$ cat src/rtl/sd_cmd_arbiter.sv
// -----------------------------------------------------------------------------
// sd_cmd_arbiter
//
// Purpose:
//    Shares one SD command engine between two requesters (req0 = card-init
//    sequencer, req1 = data-transfer controller). A round-robin arbiter grants
//    one request at a time, latches its command fields, pulses the engine
//    start, and runs a response watchdog. The captured response and status go
//    back to the owning requester. A programmable idle gap is then inserted
//    before the next grant so the CMD line sees the required NCC spacing.
//
// Parameters:
//    TIMEOUT_CYCLES  clk_i cycles spent in WAIT before the command is aborted
//    GAP_CYCLES      idle cycles between the response pulse and the next grant
//                    (0 = no gap)
//
// Ports:
//    clk_i, rst_i                 clock, asynchronous active-high reset
//    reqN_valid_i/ready_o         request handshake (ready is combinational)
//    reqN_idx_i/arg_i/rtype_i     command fields, held with valid
//    rspN_valid_o                 one-cycle response pulse to requester N
//    rsp_status_o, rsp_data_o     registered status/payload, held until next
//    eng_start_o, eng_abort_o     one-cycle pulses to the command engine
//    eng_idx_o/arg_o/rtype_o      latched command fields for the engine
//    eng_done_i, eng_crc_err_i,
//    eng_noresp_i, eng_resp_i     engine completion and its qualified status
//    busy_o                       arbiter not idle
// -----------------------------------------------------------------------------
module sd_cmd_arbiter #(
   parameter int TIMEOUT_CYCLES = 65536,
   parameter int GAP_CYCLES     = 16
) (
   input  logic        clk_i,
   input  logic        rst_i,
   input  logic        req0_valid_i,
   output logic        req0_ready_o,
   input  logic [5:0]  req0_idx_i,
   input  logic [31:0] req0_arg_i,
   input  logic [1:0]  req0_rtype_i,
   input  logic        req1_valid_i,
   output logic        req1_ready_o,
   input  logic [5:0]  req1_idx_i,
   input  logic [31:0] req1_arg_i,
   input  logic [1:0]  req1_rtype_i,
   output logic        rsp0_valid_o,
   output logic        rsp1_valid_o,
   output logic [1:0]  rsp_status_o,
   output logic [31:0] rsp_data_o,
   output logic        eng_start_o,
   output logic [5:0]  eng_idx_o,
   output logic [31:0] eng_arg_o,
   output logic [1:0]  eng_rtype_o,
   output logic        eng_abort_o,
   input  logic        eng_done_i,
   input  logic        eng_crc_err_i,
   input  logic        eng_noresp_i,
   input  logic [31:0] eng_resp_i,
   output logic        busy_o
);

   localparam int WD_W = (TIMEOUT_CYCLES > 1) ? $clog2(TIMEOUT_CYCLES) : 1;
   localparam int GP_W = (GAP_CYCLES > 0) ? $clog2(GAP_CYCLES + 1) : 1;
   localparam logic [WD_W-1:0] WD_LAST  = WD_W'(TIMEOUT_CYCLES - 1);
   localparam logic [GP_W-1:0] GP_LOAD  = GP_W'(GAP_CYCLES);
   localparam bit              HAS_GAP  = (GAP_CYCLES > 0);

   localparam logic [1:0] ST_OK      = 2'b00;
   localparam logic [1:0] ST_CRC     = 2'b01;
   localparam logic [1:0] ST_TIMEOUT = 2'b10;
   localparam logic [1:0] ST_NORESP  = 2'b11;
   localparam logic [1:0] RT_R3      = 2'b11;

   typedef enum logic [2:0] {
      S_IDLE  = 3'd0,
      S_ISSUE = 3'd1,
      S_WAIT  = 3'd2,
      S_RESP  = 3'd3,
      S_GAP   = 3'd4
   } state_t;

   state_t            r_state;
   state_t            w_next_state;
   logic              r_last_grant;
   logic              r_owner;
   logic [5:0]        r_idx;
   logic [31:0]       r_arg;
   logic [1:0]        r_rtype;
   logic [WD_W-1:0]   r_wd;
   logic [GP_W-1:0]   r_gap;
   logic [1:0]        r_status;
   logic [31:0]       r_data;

   logic              w_grant0;
   logic              w_grant1;
   logic              w_expire;
   logic              w_finish;
   logic [1:0]        w_status;
   logic              w_start;
   logic              w_rsp0;
   logic              w_rsp1;
   logic              w_busy;

   // Round-robin grant: a tie goes to the requester that did not win last.
   // Ready is suppressed while reset is held so no handshake completes then.
   always_comb begin
      w_grant0 = 1'b0;
      w_grant1 = 1'b0;
      if ((r_state == S_IDLE) && !rst_i) begin
         if (req0_valid_i && req1_valid_i) begin
            if (r_last_grant) begin
               w_grant0 = 1'b1;
            end else begin
               w_grant1 = 1'b1;
            end
         end else if (req0_valid_i) begin
            w_grant0 = 1'b1;
         end else if (req1_valid_i) begin
            w_grant1 = 1'b1;
         end else begin
            w_grant0 = 1'b0;
            w_grant1 = 1'b0;
         end
      end else begin
         w_grant0 = 1'b0;
         w_grant1 = 1'b0;
      end
   end

   // Completion decode in WAIT: a done in the expiry cycle beats the watchdog.
   always_comb begin
      w_expire = 1'b0;
      w_finish = 1'b0;
      w_status = ST_OK;
      if (r_state == S_WAIT) begin
         w_expire = !eng_done_i && (r_wd == WD_LAST);
         w_finish = eng_done_i || w_expire;
      end else begin
         w_expire = 1'b0;
         w_finish = 1'b0;
      end
      if (!eng_done_i) begin
         w_status = ST_TIMEOUT;
      end else if (eng_noresp_i) begin
         w_status = ST_NORESP;
      end else if (eng_crc_err_i && (r_rtype != RT_R3)) begin
         // R3 carries no valid CRC, so the engine's CRC flag is meaningless
         w_status = ST_CRC;
      end else begin
         w_status = ST_OK;
      end
   end

   // FSM state register.
   always_ff @(posedge clk_i or posedge rst_i) begin
      if (rst_i) begin
         r_state <= S_IDLE;
      end else begin
         r_state <= w_next_state;
      end
   end

   // FSM next-state logic.
   always_comb begin
      w_next_state = r_state;
      case (r_state)
         S_IDLE: begin
            if (w_grant0 || w_grant1) begin
               w_next_state = S_ISSUE;
            end else begin
               w_next_state = S_IDLE;
            end
         end
         S_ISSUE: begin
            w_next_state = S_WAIT;
         end
         S_WAIT: begin
            if (w_finish) begin
               w_next_state = S_RESP;
            end else begin
               w_next_state = S_WAIT;
            end
         end
         S_RESP: begin
            if (HAS_GAP) begin
               w_next_state = S_GAP;
            end else begin
               w_next_state = S_IDLE;
            end
         end
         S_GAP: begin
            // the decrement that brings the counter to zero also leaves GAP
            if (r_gap <= GP_W'(1)) begin
               w_next_state = S_IDLE;
            end else begin
               w_next_state = S_GAP;
            end
         end
         default: begin
            w_next_state = S_IDLE;
         end
      endcase
   end

   // FSM output decode (all driven from the registered state).
   always_comb begin
      w_start = 1'b0;
      w_rsp0  = 1'b0;
      w_rsp1  = 1'b0;
      w_busy  = 1'b1;
      case (r_state)
         S_IDLE: begin
            w_busy = 1'b0;
         end
         S_ISSUE: begin
            w_start = 1'b1;
         end
         S_WAIT: begin
            w_start = 1'b0;
         end
         S_RESP: begin
            w_rsp0 = !r_owner;
            w_rsp1 = r_owner;
         end
         S_GAP: begin
            w_start = 1'b0;
         end
         default: begin
            w_busy = 1'b1;
         end
      endcase
   end

   // Grant bookkeeping and command field latches; fields only change on a
   // grant so they stay stable from ISSUE through RESP.
   always_ff @(posedge clk_i or posedge rst_i) begin
      if (rst_i) begin
         r_last_grant <= 1'b1;
         r_owner      <= 1'b0;
         r_idx        <= 6'd0;
         r_arg        <= 32'd0;
         r_rtype      <= 2'b00;
      end else if (w_grant0) begin
         r_last_grant <= 1'b0;
         r_owner      <= 1'b0;
         r_idx        <= req0_idx_i;
         r_arg        <= req0_arg_i;
         r_rtype      <= req0_rtype_i;
      end else if (w_grant1) begin
         r_last_grant <= 1'b1;
         r_owner      <= 1'b1;
         r_idx        <= req1_idx_i;
         r_arg        <= req1_arg_i;
         r_rtype      <= req1_rtype_i;
      end else begin
         r_last_grant <= r_last_grant;
         r_owner      <= r_owner;
         r_idx        <= r_idx;
         r_arg        <= r_arg;
         r_rtype      <= r_rtype;
      end
   end

   // Response watchdog: cleared on issue, counts every WAIT cycle.
   always_ff @(posedge clk_i or posedge rst_i) begin
      if (rst_i) begin
         r_wd <= '0;
      end else if (r_state == S_ISSUE) begin
         r_wd <= '0;
      end else if (r_state == S_WAIT) begin
         r_wd <= r_wd + WD_W'(1);
      end else begin
         r_wd <= r_wd;
      end
   end

   // Response capture; held until the next command completes.
   always_ff @(posedge clk_i or posedge rst_i) begin
      if (rst_i) begin
         r_status <= ST_OK;
         r_data   <= 32'd0;
      end else if (w_finish) begin
         r_status <= w_status;
         r_data   <= eng_done_i ? eng_resp_i : 32'd0;
      end else begin
         r_status <= r_status;
         r_data   <= r_data;
      end
   end

   // Inter-command gap counter.
   always_ff @(posedge clk_i or posedge rst_i) begin
      if (rst_i) begin
         r_gap <= '0;
      end else if (r_state == S_RESP) begin
         r_gap <= GP_LOAD;
      end else if ((r_state == S_GAP) && (r_gap != '0)) begin
         r_gap <= r_gap - GP_W'(1);
      end else begin
         r_gap <= r_gap;
      end
   end

   assign req0_ready_o = w_grant0;
   assign req1_ready_o = w_grant1;
   assign rsp0_valid_o = w_rsp0;
   assign rsp1_valid_o = w_rsp1;
   assign rsp_status_o = r_status;
   assign rsp_data_o   = r_data;
   assign eng_start_o  = w_start;
   assign eng_idx_o    = r_idx;
   assign eng_arg_o    = r_arg;
   assign eng_rtype_o  = r_rtype;
   assign eng_abort_o  = w_expire;
   assign busy_o       = w_busy;

endmodule

$ cat config.mk
export PLATFORM = sky130hd
export DESIGN_NAME = sd_cmd_arbiter
export DESIGN_NICKNAME = d
export VERILOG_FILES = /design/src/rtl/sd_cmd_arbiter.sv
export SDC_FILE = /design/constraint.sdc
export NUM_CORES = 1
export LEC_CHECK = 0
export CORE_ASPECT_RATIO = 0.8
export CORE_MARGIN = 10
export CORE_UTILIZATION = 30
export CTS_CLUSTER_DIAMETER = 80
export CTS_CLUSTER_SIZE = 14
export DETAILED_ROUTE_END_ITERATION = 10
export GPL_TIMING_DRIVEN = 0
export PLACE_DENSITY = 0.6
export RECOVER_POWER = 50
export SYNTH_ARGS = -nofsm -noshare
export SYNTH_HDL_FRONTEND = slang
export SYNTH_SLANG_ARGS = --single-unit
$ cat constraint.sdc
create_clock -name clk_i -period 3.7 [get_ports clk_i]
set_clock_uncertainty 0.2 [all_clocks]
set_input_delay 0.74 -clock clk_i [delete_from_list [all_inputs] [get_ports clk_i]]
set_output_delay 0.74 -clock clk_i [all_outputs]
set_load 0.02 [all_outputs]
==> flow_metrics.env <==
export IMPL_cts_root_buf="clkbuf_16"
export IMPL_tightest_slew_ns=1.92
export IMPL_setup_violations=0
export IMPL_cts_buffers=9
export IMPL_worst_r2r_startpoint="r_state[1]"
export IMPL_hold_class="flip-flop to flip-flop"
export IMPL_critPathCaptureType="primary output"
export IMPL_path_max_fanout=9
export IMPL_status="complete, but fails checks"
export IMPL_synthMuxAreaShare=0.00453
export IMPL_hpwl_mm=12.1
export IMPL_grt_pass1_vias=4434
export IMPL_place_gp_congestion=0.832
export IMPL_dp_cells=837
export IMPL_drt_pre_antenna_iters=7
export IMPL_hold_viol=0
export IMPL_ys_flop_type="dfrtp_1"
export IMPL_yosysTopAreaCell="dfrtp_1"
export IMPL_cts_hold_buf=0
export IMPL_portBuffers=199
export IMPL_hold_path_end="rsp_data_o[31]"
export IMPL_worstPathArrival_ns=2.66
export IMPL_rsz0062_at_grt="false"
export IMPL_ys_seq_area_frac=0.567
export IMPL_drt_iter0_markers=239
export IMPL_synth_top_area_frac=0.561
export IMPL_period_needed_ns=3.60
export IMPL_ys_ff_latch=100
export IMPL_synth_edff_count=0
export IMPL_diodes=0
export IMPL_violations="capacitance limit, slew limit"
export IMPL_synth_nets=575
export IMPL_drtAntennaViolNets=0
export IMPL_synth_area_per_cell_sq_um=9.75
export IMPL_grt_met3_usage=0.0876
export IMPL_drc=0
export IMPL_clk_latency_ns=0.35
export IMPL_synth_top_family_by_area="simple AND/OR/NAND/NOR gates"
export IMPL_synth_compound_area_frac=0.170
export IMPL_crit_required_ns=2.76
export IMPL_area_delta_synth_final_pct=58.9
export IMPL_top_usage_layer="met2"
export IMPL_yosysMostFrequentCell="dfrtp_1"
export IMPL_fin_nets=790
export IMPL_grt_overflow=0
export IMPL_critPathKind="flip-flop to primary output"
export IMPL_synth_common_cells="dfrtp_1, nand2_1, nor2_1"
export IMPL_grt_max_degree=53
export IMPL_synth_fa_ha_area_frac=0.00850
export IMPL_synth_area_leaders="dfrtp_1, nand2_1, a31oi_1, a22o_1, nor2_1"
export IMPL_syn_area_sq_mm=0.00442
export IMPL_die_area_sq_mm=0.0200
export IMPL_worstHoldStart="rsp_data_o[31]"
export IMPL_r2r_slack_ns=1.23
export IMPL_max_slew_margin=-0.284
export IMPL_htreeDepth=3
export IMPL_coreArea_sq_mm=0.0143
export IMPL_cellLeakagePower_nw=3.07
export IMPL_ff2ff_path_depth=6
export IMPL_fmax_mhz=278
export IMPL_min_period_over_period=0.972
export IMPL_final_cells=857
export IMPL_grt_antenna_before_repair=1
export IMPL_wl_per_cell_um=18.7
export IMPL_async_reset_ff_frac=1.00
export IMPL_whs_path_depth=1
export IMPL_synth_xor_area_frac=0.0178
export IMPL_clockBufferDepth=2
export IMPL_vdd_drop_max_v=0.000418
export IMPL_clkSinkCount=100
export IMPL_synth_distinct_cells=42
export IMPL_grt_usage=0.158
export IMPL_std_cell_rows=39
export IMPL_initial_core_util=0.308
export IMPL_grt_pass1_wl_mm=25.1
export IMPL_top_level_ports=200
export IMPL_route_vias_total=4226
export IMPL_die_x_um=156
export IMPL_via_per_inst=4.93
export IMPL_maxCapViolCount=1
export IMPL_drv_slew=49
export IMPL_ys_warn_count=0
export IMPL_chipHeight_um=129
export IMPL_powerDensity_mw_per_mm2=771
export IMPL_drive_gt1_frac=0.0654
export IMPL_cts_tree="built"
export IMPL_syn_inst=453
export IMPL_fin_tns_setup_ns=0
export IMPL_synthSimpleGateAreaFrac=0.189
export IMPL_critPathLaunchType="flip-flop"
export IMPL_grtUsageMet2=0.251
export IMPL_drt_total_wl_mm=16.0
export IMPL_timing_rr_end="rsp_data_o[0]"
export IMPL_met1_usage=0.181
export IMPL_clk_pin_slew_ns=0.07
==> cell families after synthesis <==
kind of cell             after synthesis
flip-flops                           100
multiplexers                           2
AO/OA/AOI/OAI                        106
AND/OR/NAND/NOR                      193
buffers and inverters                 40
XOR/XNOR                               9
adder cells (fa/ha/maj)                3
==> worst max-delay path by stage <==
stage | slack (ns) | from | cells past startpoint | endpoint
floorplan | 0.14 | rst_i | 1 | eng_arg_o[0]
global placement | -1.64 | rst_i | 2 | rsp_data_o[12]
detailed placement | -0.62 | rst_i | 6 | req0_ready_o
CTS | 0.0003 | r_wd[0] | 6 | eng_abort_o
global route | 0.02 | r_state[1] | 5 | eng_start_o
finish | 0.10 | r_state[1] | 8 | eng_abort_o
==> worst max-delay path, cell delays in order (launching register included) <==
cell,delay (ns)
dfrtp_1,0.32
buf_4,0.16
or3b_1,0.37
buf_6,0.15
nor4_4,0.24
buf_4,0.19
nand4_1,0.13
nor2_1,0.12
clkdlybuf4s50_1,0.61
==> layout by cell type (no fill, tap or decap), types with 12 or more instances in the layout <==
cell,n
nand2_1,97
a22o_1,29
dlygate4sd3_1,20
a21oi_1,12
dfrtp_1,99
clkbuf_1,20
a31oi_1,42
nor2_1,60
o21ai_0,12
clkdlybuf4s50_1,177
==> what timing repair did <==
action,4_1_cts,5_1_grt
setup endpoints to repair,3,2
setup buffers,2,3
resized for setup,7,1
pin swaps,2,1
==> per-layer routing <==
metal | part of all wire | vias to the layer above | wire length (um)
met5 | 0.00081 | - | 13
met2 | 0.46 | 180 | 7460
met4 | 0.013 | 2 | 205
li1 | - | 2009 | -
met1 | 0.40 | 2017 | 6430
met3 | 0.12 | 18 | 1930
==> registers in the layout, indices dropped and copies added (netlist names) <==
register / cells
r_wd: 16
r_owner: 1
rsp_status_o: 2
eng_arg_o: 32
eng_idx_o: 6
rsp_data_o: 32
r_last_grant: 1
r_state: 3
r_gap: 5
eng_rtype_o: 2
==> where the power goes <==
| part | switching, mW | total (mW) | internal (mW) | leakage [nW] |
|---|---|---|---|---|
| combinational | 1.39 | 2.63 | 1.24 | 1.70 |
| clock | 0.456 | 0.923 | 0.468 | 0.135 |
| sequential | 0.294 | 1.86 | 1.56 | 1.23 |
==> through the flow <==
step	total power, mW	util	area, sq um	hold WS [ns]	worst slack, ns
global placement	4.48	0.463	6640	0.274	-1.64
global route	5.77	0.489	7020	0.307	0.0185
CTS	5.53	0.488	6990	0.305	0.000276
detailed placement	4.55	0.465	6670	0.285	-0.615
floorplan	3.21	-	4420	0.261	0.143
finish	5.41	0.489	7020	0.295	0.103
==> layout make-up <==
class | instances | area, sq um
Fill cell | 1363 | 7330
Tap cell | 184 | 230
Clock buffer | 9 | 225
Sequential cell | 100 | 2500
Clock inverter | 7 | 57.6
Multi-Input combinational cell | 313 | 1760
Inverter | 10 | 37.5
Timing Repair Buffer | 205 | 2050
Buffer | 29 | 148
Note: power is estimated with default switching activity, not from simulation.
